### src/rtl/pad_bridge_pkg.sv
// Shared types and sizing helpers for the pad-side frame bridge.
package pad_bridge_pkg;

  typedef enum logic [1:0] {
    IDLE     = 2'd0,
    CAPTURE  = 2'd1,
    DRAIN    = 2'd2,
    WAIT_OUT = 2'd3
  } state_e;

  localparam int unsigned IN_W_DEF  = 14;
  localparam int unsigned OUT_W_DEF = 11;
  localparam int unsigned DEPTH_DEF = 32;

  function automatic int unsigned len_width(input int unsigned depth);
    return $clog2(depth + 1);
  endfunction

  function automatic int unsigned addr_width(input int unsigned depth);
    return (depth <= 2) ? 1 : $clog2(depth);
  endfunction

endpackage

### src/rtl/frame_buffer_mem.sv
// Frame storage: one synchronous write port, one asynchronous read port.
// Storage is deliberately not reset; the read side is gated by the bridge.
module frame_buffer_mem #(
  parameter int unsigned DATA_W = 14,
  parameter int unsigned DEPTH  = 32,
  parameter int unsigned AW     = 5
) (
  input  logic              clk,
  input  logic              we_i,
  input  logic [AW-1:0]     waddr_i,
  input  logic [DATA_W-1:0] wdata_i,
  input  logic [AW-1:0]     raddr_i,
  output logic [DATA_W-1:0] rdata_o
);

  logic [DATA_W-1:0] mem_q [DEPTH];

  always_ff @(posedge clk) begin
    if (we_i) begin
      mem_q[waddr_i] <= wdata_i;
    end
  end

  assign rdata_o = mem_q[raddr_i];

endmodule

### src/rtl/pad_frame_bridge.sv
// Captures one pad input burst, replays it to the core over valid/ready,
// and registers the core result stream back out to the pads.
module pad_frame_bridge
  import pad_bridge_pkg::*;
#(
  parameter int unsigned IN_W      = IN_W_DEF,
  parameter int unsigned OUT_W     = OUT_W_DEF,
  parameter int unsigned DEPTH     = DEPTH_DEF,
  parameter bit          ZERO_IDLE = 1'b1,
  localparam int unsigned LW       = len_width(DEPTH)
) (
  input  logic             clk,
  input  logic             rst,
  input  logic             pad_in_valid,
  input  logic [IN_W-1:0]  pad_in_data,
  output logic             core_in_valid,
  output logic [IN_W-1:0]  core_in_data,
  output logic             core_in_last,
  input  logic             core_in_ready,
  input  logic             core_out_valid,
  input  logic [OUT_W-1:0] core_out_data,
  output logic             pad_out_valid,
  output logic [OUT_W-1:0] pad_out_data,
  output logic [LW-1:0]    frame_len,
  output logic             overflow,
  output logic             protocol_err,
  output logic             busy
);

  localparam int unsigned AW = addr_width(DEPTH);

  state_e           state_q;
  logic [LW-1:0]    frame_len_q;
  logic [LW-1:0]    rd_ptr_q;
  logic             overflow_q;
  logic             perr_q;
  logic             seen_q;
  logic             pad_out_valid_q;
  logic [OUT_W-1:0] pad_out_data_q;
  logic [OUT_W-1:0] pad_out_data_d;

  logic             mem_we;
  logic [AW-1:0]    wr_addr;
  logic [AW-1:0]    rd_addr;
  logic [IN_W-1:0]  rd_data;
  logic             in_drain;
  logic             last_word;
  logic             frame_full;

  assign frame_full = (frame_len_q == LW'(DEPTH));
  assign in_drain   = (state_q == DRAIN);
  assign last_word  = ((rd_ptr_q + LW'(1)) == frame_len_q);

  // The first word of a frame always lands in slot 0, whatever the old length.
  assign mem_we  = pad_in_valid &&
                   ((state_q == IDLE) || ((state_q == CAPTURE) && !frame_full));
  assign wr_addr = (state_q == IDLE) ? '0 : frame_len_q[AW-1:0];
  assign rd_addr = rd_ptr_q[AW-1:0];

  assign pad_out_data_d = (ZERO_IDLE && !core_out_valid) ? '0 : core_out_data;

  frame_buffer_mem #(
    .DATA_W (IN_W),
    .DEPTH  (DEPTH),
    .AW     (AW)
  ) u_mem (
    .clk     (clk),
    .we_i    (mem_we),
    .waddr_i (wr_addr),
    .wdata_i (pad_in_data),
    .raddr_i (rd_addr),
    .rdata_o (rd_data)
  );

  always_ff @(posedge clk or posedge rst) begin
    if (rst) begin
      state_q         <= IDLE;
      frame_len_q     <= '0;
      rd_ptr_q        <= '0;
      overflow_q      <= 1'b0;
      perr_q          <= 1'b0;
      seen_q          <= 1'b0;
      pad_out_valid_q <= 1'b0;
      pad_out_data_q  <= '0;
    end else begin
      pad_out_valid_q <= core_out_valid;
      pad_out_data_q  <= pad_out_data_d;

      case (state_q)
        IDLE: begin
          if (pad_in_valid) begin
            frame_len_q <= LW'(1);
            overflow_q  <= 1'b0;
            perr_q      <= 1'b0;
            state_q     <= CAPTURE;
          end
        end

        CAPTURE: begin
          if (pad_in_valid) begin
            if (frame_full) begin
              overflow_q <= 1'b1;
            end else begin
              frame_len_q <= frame_len_q + LW'(1);
            end
          end else begin
            rd_ptr_q <= '0;
            state_q  <= DRAIN;
          end
        end

        DRAIN: begin
          if (pad_in_valid) begin
            perr_q <= 1'b1;
          end
          if (core_in_ready) begin
            if (last_word) begin
              seen_q  <= 1'b0;
              state_q <= WAIT_OUT;
            end else begin
              rd_ptr_q <= rd_ptr_q + LW'(1);
            end
          end
        end

        WAIT_OUT: begin
          if (pad_in_valid) begin
            perr_q <= 1'b1;
          end
          // Leave only after a result burst has been seen and has ended.
          if (core_out_valid) begin
            seen_q <= 1'b1;
          end else if (seen_q) begin
            state_q <= IDLE;
          end
        end

        default: state_q <= IDLE;
      endcase
    end
  end

  assign core_in_valid = in_drain;
  assign core_in_data  = in_drain ? rd_data : '0;
  assign core_in_last  = in_drain && last_word;
  assign pad_out_valid = pad_out_valid_q;
  assign pad_out_data  = pad_out_data_q;
  assign frame_len     = frame_len_q;
  assign overflow      = overflow_q;
  assign protocol_err  = perr_q;
  assign busy          = (state_q != IDLE);

endmodule

### config.mk
export PLATFORM = sky130hd
export DESIGN_NAME = pad_frame_bridge
export DESIGN_NICKNAME = d
export VERILOG_FILES = /design/src/rtl/pad_bridge_pkg.sv /design/src/rtl/frame_buffer_mem.sv /design/src/rtl/pad_frame_bridge.sv
export SDC_FILE = /design/constraint.sdc
export NUM_CORES = 1
export LEC_CHECK = 0
export ABC_AREA = 1
export CAP_MARGIN = 0
export CORE_ASPECT_RATIO = 1.4
export CORE_MARGIN = 4
export CORE_UTILIZATION = 50
export CTS_CLUSTER_SIZE = 40
export DETAILED_ROUTE_END_ITERATION = 7
export PLACE_DENSITY = 0.67
export SYNTH_ARGS = -nofsm -noshare
export SYNTH_HDL_FRONTEND = slang
export SYNTH_SLANG_ARGS = --single-unit
### constraint.sdc
create_clock -name clk -period 4.55 [get_ports clk]
set_input_delay 0.455 -clock clk [delete_from_list [all_inputs] [get_ports clk]]
set_output_delay 0.455 -clock clk [all_outputs]
set_load 0.1 [all_outputs]
Word level (Yosys, flattened, before mapping)
Memories as Yosys holds them, arrays and structs flattened.
Cells that the tools add are included.
{"block": "classes", "addsub": 2, "eq_ne": 17, "muxes": 30, "n_reduce_logical": 18}
{"cell": "6-bit 2-to-1 mux", "count": 6}
{"cell": "6-bit case mux with 2 select lines", "count": 2}
{"cell": "2-bit inequality test, second input constant", "count": 10}
{"cell": "4-bit AND reduction", "count": 4}
{"cell": "14-bit 2-to-1 mux", "count": 1}
{"cell": "6-bit by 1-bit adder with 6-bit output, second input constant", "count": 2}
{"cell": "2-bit 2-to-1 mux", "count": 6}
{"cell": "11-bit 2-to-1 mux", "count": 1}
{"cell": "2-bit nonzero test", "count": 5}
{"cell": "1-bit 2-to-1 mux", "count": 9}
{"cell": "2-bit case mux with 4 select lines", "count": 1}
{"cell": "6-bit equality test", "count": 1}
{"cell": "6-bit equality test, second input constant", "count": 1}
{"cell": "1-bit case mux with 2 select lines", "count": 3}
{"cell": "6-bit AND reduction", "count": 1}
{"cell": "5-bit 2-to-1 mux", "count": 1}
{"cell": "2-bit equality test, second input constant", "count": 2}
{"cell": "2-bit by 1-bit inequality test with 1-bit output, second input constant", "count": 2}
{"cell": "1-bit logical AND", "count": 3}
{"cell": "3-bit AND reduction", "count": 1}
{"cell": "2-bit by 1-bit equality test with 1-bit output, second input constant", "count": 1}
{"cell": "2-bit zero test", "count": 1}
{"cell": "2-bit OR reduction", "count": 1}
{"cell": "1-bit zero test", "count": 1}
{"cell": "1-bit logical OR", "count": 1}
{"block": "word_totals", "reg_bits": 29, "mem_bits_rw": 448, "inputBits": 30, "out_inout_bits": 37, "word_cells": 76, "mem_count": 1}
{"name": "u_mem.mem_q", "words": 32, "width": 14, "read_ports": 1, "rd_ports_with_merged_regs": 0, "write_ports": 1, "line_no": "frame_buffer_mem.sv:16", "source": "logic [DATA_W-1:0] mem_q [DEPTH];"}

Logic depth before layout (Yosys ltp)
{"block": "logic_depth", "depth_word": 7, "mapped_depth": 13}

Hierarchy
A second synthesis with hierarchy kept.
{"block": "unflattened", "hier_cells": 1803, "area_unflattened_um2": 20108.0}
{"mod": "frame_buffer_mem", "instances": 1, "cells_each": 1561, "area_per_inst_um2": 18317.6}
{"mod": "pad_frame_bridge", "instances": 1, "cells_each": 242, "area_per_inst_um2": 1790.5}

Worst setup path before layout
Ideal clock, no wire load.
{"block": "synth_path", "path_kind": "register -> output", "start": "register state_q[0]", "end": "output core_in_data[0]", "arrival_time_ps": 3034, "required_ps": 4095, "setup_slack_ps": 1061, "stages_incl_launch_ff": 6, "path_buffers": 1, "cell_sequence": "dfrtp_1 > inv_1 > ha_1 > buf_2 > nand2_1 > nor2_1"}
{"block": "synth_between", "elab_chain_len": 2}
{"element": "from (decl)", "line_no": "pad_frame_bridge.sv:32", "source": "state_e state_q;"}
{"element": "from (signal assigned)", "line_no": "pad_frame_bridge.sv:77", "source": "state_q <= IDLE;"}
{"element": "from (signal assigned)", "line_no": "pad_frame_bridge.sv:95", "source": "state_q <= CAPTURE;"}
{"element": "from (signal assigned)", "line_no": "pad_frame_bridge.sv:108", "source": "state_q <= DRAIN;"}
{"element": "2-bit equality test", "line_no": "pad_frame_bridge.sv:51", "source": "assign in_drain = (state_q == DRAIN);"}
{"element": "via core_in_valid", "line_no": "pad_frame_bridge.sv:16", "source": "output logic core_in_valid,"}
{"element": "14-bit 2-to-1 mux", "line_no": "pad_frame_bridge.sv:144", "source": "assign core_in_data = in_drain ? rd_data : '0;"}
{"element": "to (decl)", "line_no": "pad_frame_bridge.sv:17", "source": "output logic [IN_W-1:0] core_in_data,"}
The timed path passes the listed nets, and every way through them passes these cells.

Final worst setup path
{"block": "layout_path", "start": "register rd_ptr_q[1]", "end": "output core_in_data[11]"}
{"block": "layout_between", "elab_chain_len": 2}
{"element": "from (decl)", "line_no": "pad_frame_bridge.sv:34", "source": "logic [LW-1:0] rd_ptr_q;"}
{"element": "from (signal assigned)", "line_no": "pad_frame_bridge.sv:121", "source": "rd_ptr_q <= rd_ptr_q + LW'(1);"}
{"element": "memory 32 x 14 bit"}
{"element": "14-bit 2-to-1 mux", "line_no": "pad_frame_bridge.sv:144"}
Every way passes these cells.

==> metrics <==
Final Critical Period=3.96 ns; post-synthesis cell area=between 0.015 and 0.02 mm^2; CTS tree=done; WL final=49600 um; final-layout fill cell count=3159; WL met2=approximately 25000 um; WL met3=~3300 um; fin nets=1738; max layer used=met4; final std cells w/o fill=2255; ANT nets after route=0; most common cell in the netlist=edfxtp_1; full die area=0.0423 mm^2; Chip Height=242 um; Core Box Area=0.0385 mm^2; post-CTS setup buffer count=0; Post-synth EDFFs=448; Synth Area in Compound Gates=around a tenth; Fin. Hold Viols=0; Skew-Pair Late Insertion Delay=0.56 ns; Num CTS Buffers=44; post-CTS sizing=0; initial DRC count=1478; Max clock buf depth=3; Via Count=13100; CP Launch Type=flip-flop; Synth Area in Simple Gates=between 10% and 20%; Sink Count=around 480; Post-Syn Instances=1630; Seq/Total Area, Yosys=72.7%; multiplexer share of the synthesized area=0%; largest net degree at the start of global routing=217; Final Cycle Share=87.1%; critical-path maximum fanout=47; post-detailed-route wirelength per cell=between 20 and 25 um; Max VDD drop=0.530 mV; Crit Path Class=reg -> out; Crit. End Element=output port; placed insts=2177; f_max=252 MHz; status=complete, no violations; Leakage=between 7 and 8 nW; RD Place Congestion=0.843; vias in the first global route=~13000; # hold bufs at CTS=0; WP data arrival=3.51 ns; GRT Util Overall=23.3%; initial antenna violation count=0; Mapped Nets=around 1700; worst hold path type=in -> async; PD cells=572 mW/mm^2; Final HPWL DP=around 29000 um; std cell rows=85; Post-Synth XOR/XNOR Area=less than 1%; met1 WL=19700 um; WP data required=4.09 ns; synth-to-layout area growth=15.0%; Antenna diodes=0; Final Max Slew Viols=0; Async SR Flop Fraction=slightly above 6%; synth top area cells=edfxtp_1 69%, nand2_1 6.1%, nor2_1 5.3%, o21ai_0 4.6%, dfrtp_1 3.7%; Setup Viol. Count Final=0; drt drc=0; Area after DPL=0.0210 mm^2; IO Pins=67; initial core utilization=50.7%; CTS root buf=clkbuf_16; post-route design area=0.0224 mm^2; ys flop type=edfxtp_1; Detailed Routing Iterations Pass 1=5; IO Port Bufs=66; Post-Synth Adder-Cell Area=0.449%; Clock Skew=approximately 0.015 ns; htree depth=2; Slew @ Worst Pin=approximately 1.2 ns; layout cells sized above 1=about 9.8%; RSZ-0062 raised after global routing=false; register bit count reported by yosys=477; Slew headroom=19.7%; synth unique cells=38; setup tns final=0 ns; Avg Cell Area, Syn=12.0 um^2; leading post-synthesis cells by instance count=448 x edfxtp_1, 315 x nand2_1, 273 x nor2_1; Overflow after GRT=0; clock-pin slew on the worst setup and hold paths=0.07 ns; global-route wire length before repair=76300 um; Synth top area share=68.9%; die outline width=175 um; cell taking the most area after synthesis=edfxtp_1; Vias/cell=5.80; # Max-Cap Violations=0; number of synthesis warnings=0; largest family of logic cells by synthesized area=simple AND/OR/NAND/NOR gates
[final cells by class]
| type | count | area [um^2] | share of cell area [%] |
|---|---|---|---|
| multi-input cells | 1013 | 4680 | 20.8 |
| clock buffers | 52 | 1150 | 5.14 |
| flip-flops and latches | 477 | 14200 | 63.2 |
| well taps | 522 | 653 | 2.91 |
| clock inverters | 26 | 314 | 1.40 |
| inverters | 40 | 155 | 0.691 |
| repair buffers | 125 | 1300 | 5.79 |
[kinds of logic (layout without fill, tap and decap cells)]
kind of cell | count (synthesis) | count (layout)
AOI/OAI and AO/OA | 359 | 359
adders and majority gates | 7 | 7
DFF | 477 | 477
and+or+nand+nor | 646 | 646
buffers and inverters | 140 | 243
xor gates and xnor gates | 1 | 1
[sequential cells by signal (all words and copies together) (netlist names)]
signal / flops
rd_ptr_q: 6
pad_out_data: 11
state_q: 2
seen_q: 1
u_mem.mem_q: 448
overflow: 1
protocol_err: 1
frame_len: 6
pad_out_valid: 1
[per-stage QoR]
stage	util, %	setup slack (ns)	hold slack (ns)	total power (W)
after global routing	58.3	0.480	0.346	0.0134
after detailed placement	54.5	1.23	0.461	0.00910
after floorplan	-	1.06	0.442	0.00792
after CTS	58.3	0.635	0.285	0.0129
final	58.3	0.586	0.292	0.0128
after global placement	54.5	1.19	0.456	0.00905
[per-layer routing]
layer	vias up	track usage (%)
met5	-	0
met4	0	8.76
met3	105	3.17
met2	522	39.5
met1	6491	30.7
li1	5952	-
[placed cells by master (no fill, tap or decap), types with 2 or more instances in the layout]
cell and count:
edfxtp_1 448, nand2_1 315, nor2_1 272, o21ai_0 181, o22ai_1 99, buf_4 55
clkdlybuf4s50_1 50, clkbuf_16 45, inv_1 37, o21ai_1 33, nand3_1 32, dfrtp_1 26
a21oi_1 20, buf_12 19, o221ai_1 14, clkinv_2 11, nand4_1 7, nand2_2 7
o21ai_2 7, ha_1 7, bufinv_16 7, clkbuf_1 7, inv_6 4, clkinv_1 4
nor2_2 3, nor3_1 3, inv_2 2, a211oi_1 2, dfrtp_4 2
[critical path, cell delays in order (launching register included)]
cell      delay (ns)
dfrtp_4         0.62
buf_4           0.38
nand2_1         0.57
o221ai_1        0.28
o21ai_1         0.23
nand2_1         0.07
nand2_1         0.14
nor2_1          0.06
nor2_1          0.33
buf_12          0.22
[power breakdown]
part / internal (W) / total (W) / switching [W] / leakage [nW]
registers: 0.00499 / 0.00511 / 0.000114 / 4.40
logic: 0.00113 / 0.00393 / 0.00280 / 2.86
clock network: 0.00221 / 0.00379 / 0.00158 / 0.725
[worst paths after layout]
path                       slack (ns)        startpoint                   to  cells past startpoint
setup reg to reg                 1.61        state_q[0]  u_mem.mem_q[25][12]                      6
max in group asynchronous        3.93               rst          rd_ptr_q[1]                      3
hold reg to reg                  0.48            seen_q               seen_q                      2
setup / recovery                 0.59       rd_ptr_q[1]     core_in_data[11]                      9
min in group clk                 0.42  core_out_data[9]      pad_out_data[9]                      3
hold / removal                   0.29               rst          rd_ptr_q[0]                      3
No activity file was read; power rests on OpenSTA's default activity.
